**src/rtl/fp32_fma_arbiter.sv**
```systemverilog
// Round-robin arbiter that issues requester FP32 ops to a shared FMA datapath,
// translating opcodes to sign-adjusted operand triples and tracking id/tag until the result returns.
module fp32_fma_arbiter #(
  parameter int NUM_REQ = 4,
  parameter int TAG_W   = 6,
  parameter int FMA_LAT = 4
) (
  input  logic                       clk,
  input  logic                       rst,
  input  logic [NUM_REQ-1:0]         req_valid,
  input  logic [NUM_REQ*3-1:0]       req_op,
  input  logic [NUM_REQ*32-1:0]      req_src1,
  input  logic [NUM_REQ*32-1:0]      req_src2,
  input  logic [NUM_REQ*32-1:0]      req_src3,
  input  logic [NUM_REQ*TAG_W-1:0]   req_tag,
  output logic [NUM_REQ-1:0]         req_grant,
  input  logic                       flush,
  output logic [31:0]                fma_mullhs,
  output logic [31:0]                fma_mulrhs,
  output logic [31:0]                fma_addend,
  input  logic [31:0]                fma_result,
  output logic                       resp_valid,
  output logic [$clog2(NUM_REQ)-1:0] resp_id,
  output logic [TAG_W-1:0]           resp_tag,
  output logic [31:0]                resp_result,
  output logic                       busy
);

  localparam int ID_W   = $clog2(NUM_REQ);
  localparam int DATA_W = 32;
  localparam logic [DATA_W-1:0] FP_ONE   = 32'h3F80_0000;
  localparam logic [DATA_W-1:0] NEG_ZERO = 32'h8000_0000;
  localparam logic [2:0]        OP_RSVD  = 3'd7;

  function automatic logic [DATA_W-1:0] neg(input logic [DATA_W-1:0] x);
    return {~x[DATA_W-1], x[DATA_W-2:0]};
  endfunction

  // Returns {mullhs, mulrhs, addend}; only the sign bit is ever altered.
  function automatic logic [3*DATA_W-1:0] xlate(input logic [2:0] op,
                                                input logic [DATA_W-1:0] a,
                                                input logic [DATA_W-1:0] b,
                                                input logic [DATA_W-1:0] c);
    case (op)
      3'd0:    return {a, b, c};
      3'd1:    return {a, b, neg(c)};
      3'd2:    return {neg(a), b, c};
      3'd3:    return {neg(a), b, neg(c)};
      3'd4:    return {a, b, NEG_ZERO};
      3'd5:    return {a, FP_ONE, b};
      3'd6:    return {a, FP_ONE, neg(b)};
      default: return {a, b, c};
    endcase
  endfunction

  logic [NUM_REQ-1:0]  eligible;
  logic [ID_W-1:0]     ptr;
  logic [ID_W-1:0]     gnt_idx;
  logic                gnt_any;
  int                  scan_idx;
  logic [3*DATA_W-1:0] ops_xl;
  logic [TAG_W-1:0]    gnt_tag;

  logic [FMA_LAT:0]    vld_p;
  logic [ID_W-1:0]     id_p  [0:FMA_LAT];
  logic [TAG_W-1:0]    tag_p [0:FMA_LAT];

  always_comb begin
    eligible = '0;
    for (int i = 0; i < NUM_REQ; i++)
      eligible[i] = req_valid[i] && (req_op[i*3 +: 3] != OP_RSVD) && !flush && !rst;
  end

  // Scan starts at ptr and wraps; reserved opcodes are simply not eligible.
  always_comb begin
    gnt_any  = 1'b0;
    gnt_idx  = '0;
    scan_idx = 0;
    for (int k = 0; k < NUM_REQ; k++) begin
      scan_idx = int'(ptr) + k;
      if (scan_idx >= NUM_REQ) scan_idx = scan_idx - NUM_REQ;
      if (!gnt_any && eligible[scan_idx]) begin
        gnt_any = 1'b1;
        gnt_idx = ID_W'(scan_idx);
      end
    end
  end

  assign req_grant = gnt_any ? (NUM_REQ'(1) << gnt_idx) : '0;
  assign ops_xl    = xlate(req_op[int'(gnt_idx)*3 +: 3],
                           req_src1[int'(gnt_idx)*DATA_W +: DATA_W],
                           req_src2[int'(gnt_idx)*DATA_W +: DATA_W],
                           req_src3[int'(gnt_idx)*DATA_W +: DATA_W]);
  assign gnt_tag   = req_tag[int'(gnt_idx)*TAG_W +: TAG_W];

  // Grant -> p0: operand registers, pointer advance and in-flight valid shift.
  always_ff @(posedge clk or posedge rst) begin
    if (rst) begin
      ptr        <= '0;
      vld_p      <= '0;
      fma_mullhs <= '0;
      fma_mulrhs <= '0;
      fma_addend <= '0;
    end else begin
      if (gnt_any)
        ptr <= (gnt_idx == ID_W'(NUM_REQ-1)) ? '0 : gnt_idx + 1'b1;
      vld_p <= flush ? '0 : {vld_p[FMA_LAT-1:0], gnt_any};
      {fma_mullhs, fma_mulrhs, fma_addend} <= gnt_any ? ops_xl : '0;
    end
  end

  always_ff @(posedge clk) begin
    id_p[0]  <= gnt_idx;
    tag_p[0] <= gnt_tag;
    for (int k = 1; k <= FMA_LAT; k++) begin
      id_p[k]  <= id_p[k-1];
      tag_p[k] <= tag_p[k-1];
    end
  end

  // p[FMA_LAT] -> response: aligned with fma_result from the datapath.
  assign resp_valid  = vld_p[FMA_LAT];
  assign resp_id     = id_p[FMA_LAT];
  assign resp_tag    = tag_p[FMA_LAT];
  assign resp_result = fma_result;
  assign busy        = |vld_p;

endmodule

```
**config.mk**
```make
export PLATFORM = sky130hd
export DESIGN_NAME = fp32_fma_arbiter
export DESIGN_NICKNAME = d
export VERILOG_FILES = /design/src/rtl/fp32_fma_arbiter.sv
export SDC_FILE = /design/constraint.sdc
export NUM_CORES = 1
export LEC_CHECK = 0
export CORE_AREA = 8 8 225 227
export CTS_BUF_LIST = sky130_fd_sc_hd__clkbuf_8
export CTS_CLUSTER_DIAMETER = 80
export CTS_CLUSTER_SIZE = 28
export DETAILED_ROUTE_END_ITERATION = 7
export DIE_AREA = 0 0 233 235
export GPL_TIMING_DRIVEN = 0
export HOLD_SLACK_MARGIN = 0.05
export PLACE_DENSITY = 0.52
export SYNTH_ARGS = -nofsm -noshare
export SYNTH_HDL_FRONTEND = slang
export SYNTH_SLANG_ARGS = --single-unit
```
**constraint.sdc**
```tcl
create_clock -name clk -period 8.61 [get_ports clk]
set_clock_uncertainty 0.15 [all_clocks]
set_input_delay 0.861 -clock clk [delete_from_list [all_inputs] [get_ports clk]]
set_output_delay 0.861 -clock clk [all_outputs]
set_load 0.01 [all_outputs]
```
==> impl_metrics.csv <==
group,metric,value,unit
setup_path,cp_slowest_cell,"clkbuf_1",
global_routing,grt_pass1_wl,72400,um
yosys,yosysMostFrequentCell,"nand2_1",
power,swShare,0.368,
yosys,yosys-top-cells-area,"dfrtp_1 (31%), nand2_1 (12%), dfxtp_1 (9.6%)",
layout,fillers,5058,
global_routing,met1_usage,0.219,
timing,finalSetupTns,0,ns
timing,slew_headroom,0.320,
setup_path,path_buf_inv,5,
routing,ant_nets,0,
clock_tree,cts_root_buf,"clkbuf_8",
power,powerDensity,153,nW/um^2
floorplanning,fp.dieW,233,um
timing,fin_ws,2.85,ns
placed_design,place_area,14900,um^2
clock_tree,cts_tree,"yes",
power,p_sw,0.000862,W
timing,fin_crit_sh,0.669,
global_routing,grt_overflow,0,
floorplanning,io_pins,601,
power,p_leak,6.30,nW
clock_tree,post_cts_buffers,0,
floorplanning,core,47100,um^2
setup_path,cp.depth,11,
power,ir_worst_vdd,0.0766,mV
setup_path,worst-endpoint-arrival,4.75,ns
setup_path,crit_chain,"clkdlybuf4s50_1 -> nor4b_1 -> a32o_1 -> and2_1 -> nor2_4 -> inv_1 -> clkbuf_1 -> clkbuf_1 -> ha_1 -> and2_1 -> clkdlybuf4s50_1",
clock_tree,cts.repair.resized,0,
min_path,hp-start,"id_p[0][6]$_DFF_P_",
yosys,ys.flop_type,"dfrtp_1",
yosys,ys_top_cells_by_count,"nand2_1 (278), dfrtp_1 (103), a21oi_1 (102)",
floorplanning,dieArea,54800,um^2
setup_path,reg2reg_slack,4.67,ns
timing,rsz0062_at_grt,"false",
global_routing,antenna_found_initial,5,
global_routing,grt_max_degree,55,
clock_tree,h-tree-depth,4,
routing,viasPerCell,4.37,
yosys,syn_avg_cell_area,8.21,um^2
yosys,async_flop_share,0.720,
routing,wirelength,51300,um
min_path,hp-class,"reg -> reg",
routing,drt_iter0_drc,618,
yosys,synthCells,1021,
power,pwr-share-comb,0.412,
placed_design,gp_congestion,0.859,
yosys,yosysSeqAreaShare,0.403,
clock_tree,clkTransAtPathRegs,0.11,ns
layout,layout.nets,2072,
placed_design,place_inst,2205,
yosys,synth_nets,1484,
layout,fin_cells,2241,
floorplanning,die_height,235,um
routing,wl_per_cell,22.9,um
setup_path,r2r_end,"fma_mulrhs[16]$_DFF_PP0_",
global_routing,grt_pass1_vias,10500,
setup_path,r2r-start,"ptr[0]$_DFFE_PP0P_",
clock_tree,numCtsBuffers,17,
routing,vias,9802,
layout,area_delta_synth_final,82.5,%
clock_tree,clockBufferDepth,2,
timing,finalSetupViolCount,0,
routing,route.detailed.drc,0,
yosys,synth_top_area_frac,0.308,
yosys,yosysUniqueCellTypes,54,
global_routing,grt_use_total,0.181,
timing,max_freq,174,MHz
setup_path,critPathMaxFanout,11,
setup_path,r2r.worst_path.cells,11,
run_status,outcome,"completed",
yosys,synth_area_leader_cell,"dfrtp_1",
global_routing,busiest_layer,"met2",
setup_path,cp.required,7.60,ns
yosys,ys_ff_latch,143,
min_path,hold_end,"id_p[0][8]$_DFF_P_",
setup_path,cpLargestDelayFamily,"buffers and inverters",
placed_design,place_ws,2.87,ns
setup_path,critPathMaxStageDelay,0.78,ns
timing,worst_pin_slew,1.02,ns
layout,seq_area,3380,um^2
timing,hold_viol,0,
setup_path,critPathKind,"in -> out",
placed_design,numPortBuffers,568,
layout,final_area,15300,um^2
flow_run,maxCapViolCount,0,
floorplanning,num_rows,80,
clock_tree,clock_sinks,143,
layout,drive_gt1_frac,0.105,
min_path,whs_path_depth,0,
routing,dr.pass1.iters,5,
power,power.share.clock,0.250,
floorplanning,start_util,0.178,
global_routing,grtUsageMet2,0.312,
yosys,netlist_area,8380,um^2
placed_design,dp_hpwl,41900,um
power,seqPwrFrac,0.338,
setup_path,crit_path_start_kind,"input port",
timing,layout_min_cycle_time,5.76,ns
setup_path,critPathCaptureType,"output port",
power,internal_power,0.00148,W
layout,multi_input_area,4240,um^2
clock_tree,ctsHoldBuffers,0,
yosys,synth_edf_count,0,
clock_tree,insertion_delay,0.51,ns
global_routing,use_met3,0.0484,
yosys,ys.warnings.count,0,
timing,drv_slew,0,
==> cells in the final DEF (no fill, tap or decap), types with 5 or more instances in the layout <==
cell | Yosys | layout
inv_6 | 0 | 5
nand2_1 | 278 | 278
buf_4 | 48 | 48
buf_2 | 19 | 19
mux2_2 | 32 | 32
buf_6 | 5 | 5
dfrtp_1 | 103 | 103
or2_2 | 22 | 22
clkbuf_1 | 37 | 37
nand3_1 | 75 | 75
a31oi_1 | 7 | 7
or2_0 | 9 | 9
mux2i_1 | 64 | 64
nor2_1 | 27 | 27
dfxtp_1 | 40 | 40
o22ai_1 | 32 | 32
a21oi_1 | 102 | 102
buf_1 | 9 | 9
and2_1 | 7 | 7
and3_1 | 41 | 41
clkbuf_8 | 0 | 17
clkdlybuf4s50_1 | 0 | 568
a211oi_1 | 8 | 8
==> layer usage <==
| layer | vias to the layer above | part of all wire | routed length, um |
|---|---|---|---|
| met5 | - | 0.00025 | 13 |
| met2 | 427 | 0.49 | 25300 |
| met1 | 4695 | 0.42 | 21400 |
| li1 | 4617 | - | - |
| met3 | 61 | 0.067 | 3460 |
| met4 | 2 | 0.022 | 1120 |
==> through the flow <==
step,total power (W),hold WS (ns),util
floorplan,0.00121,0.160,-
global placement,0.00178,0.161,0.315
detailed placement,0.00178,0.162,0.315
CTS,0.00239,0.185,0.324
global route,0.00248,0.184,0.324
finish,0.00234,0.178,0.324
==> sequential cells by signal, indices dropped and copies added (netlist names) <==
signal,count
vld_p,5
fma_mullhs,32
ptr,2
id_p,10
fma_addend,32
tag_p,30
fma_mulrhs,32
==> cell type report <==
type | instances | area share
Inverter | 5 | 0.00155
Clock buffer | 17 | 0.0153
Antenna cell | 4 | 0.000654
Sequential cell | 143 | 0.221
Buffer | 121 | 0.0483
Clock inverter | 15 | 0.0121
Tap cell | 615 | 0.0503
Multi-Input combinational cell | 752 | 0.277
Timing Repair Buffer | 569 | 0.373
==> power groups by stage <==
| stage | combinational, W | clock (W) | sequential, W |
|---|---|---|---|
| 4_1_cts | 0.000980 | 0.000616 | 0.000793 |
| 3_3_place_gp | 0.000973 | 0 | 0.000804 |
| 2_1_floorplan | 0.000380 | 0 | 0.000833 |
| 3_5_place_dp | 0.000976 | 0 | 0.000806 |
| 6_report | 0.000963 | 0.000586 | 0.000792 |
| 5_1_grt | 0.00104 | 0.000640 | 0.000803 |
==> cells by family after synthesis <==
group | share of synthesized area
AND/OR/NAND/NOR | 0.254
AO/OA/AOI/OAI | 0.123
flip-flops | 0.403
buffers and inverters | 0.0905
multiplexers | 0.119
XOR/XNOR | 0.00418
adder cells (fa/ha/maj) | 0.00597
==> how the worst max path moves through the flow <==
stage / endpoint / startpoint / slack (ns)
after global routing: req_grant[0] / flush / 2.59
final: req_grant[0] / flush / 2.85
after floorplan: fma_addend[0]$_DFF_PP0_ / rst / 4.90
after detailed placement: req_grant[0] / flush / 2.87
after global placement: fma_mulrhs[20]$_DFF_PP0_ / rst / 2.56
after CTS: req_grant[0] / flush / 2.85
Note: power is estimated with default switching activity, not from simulation.
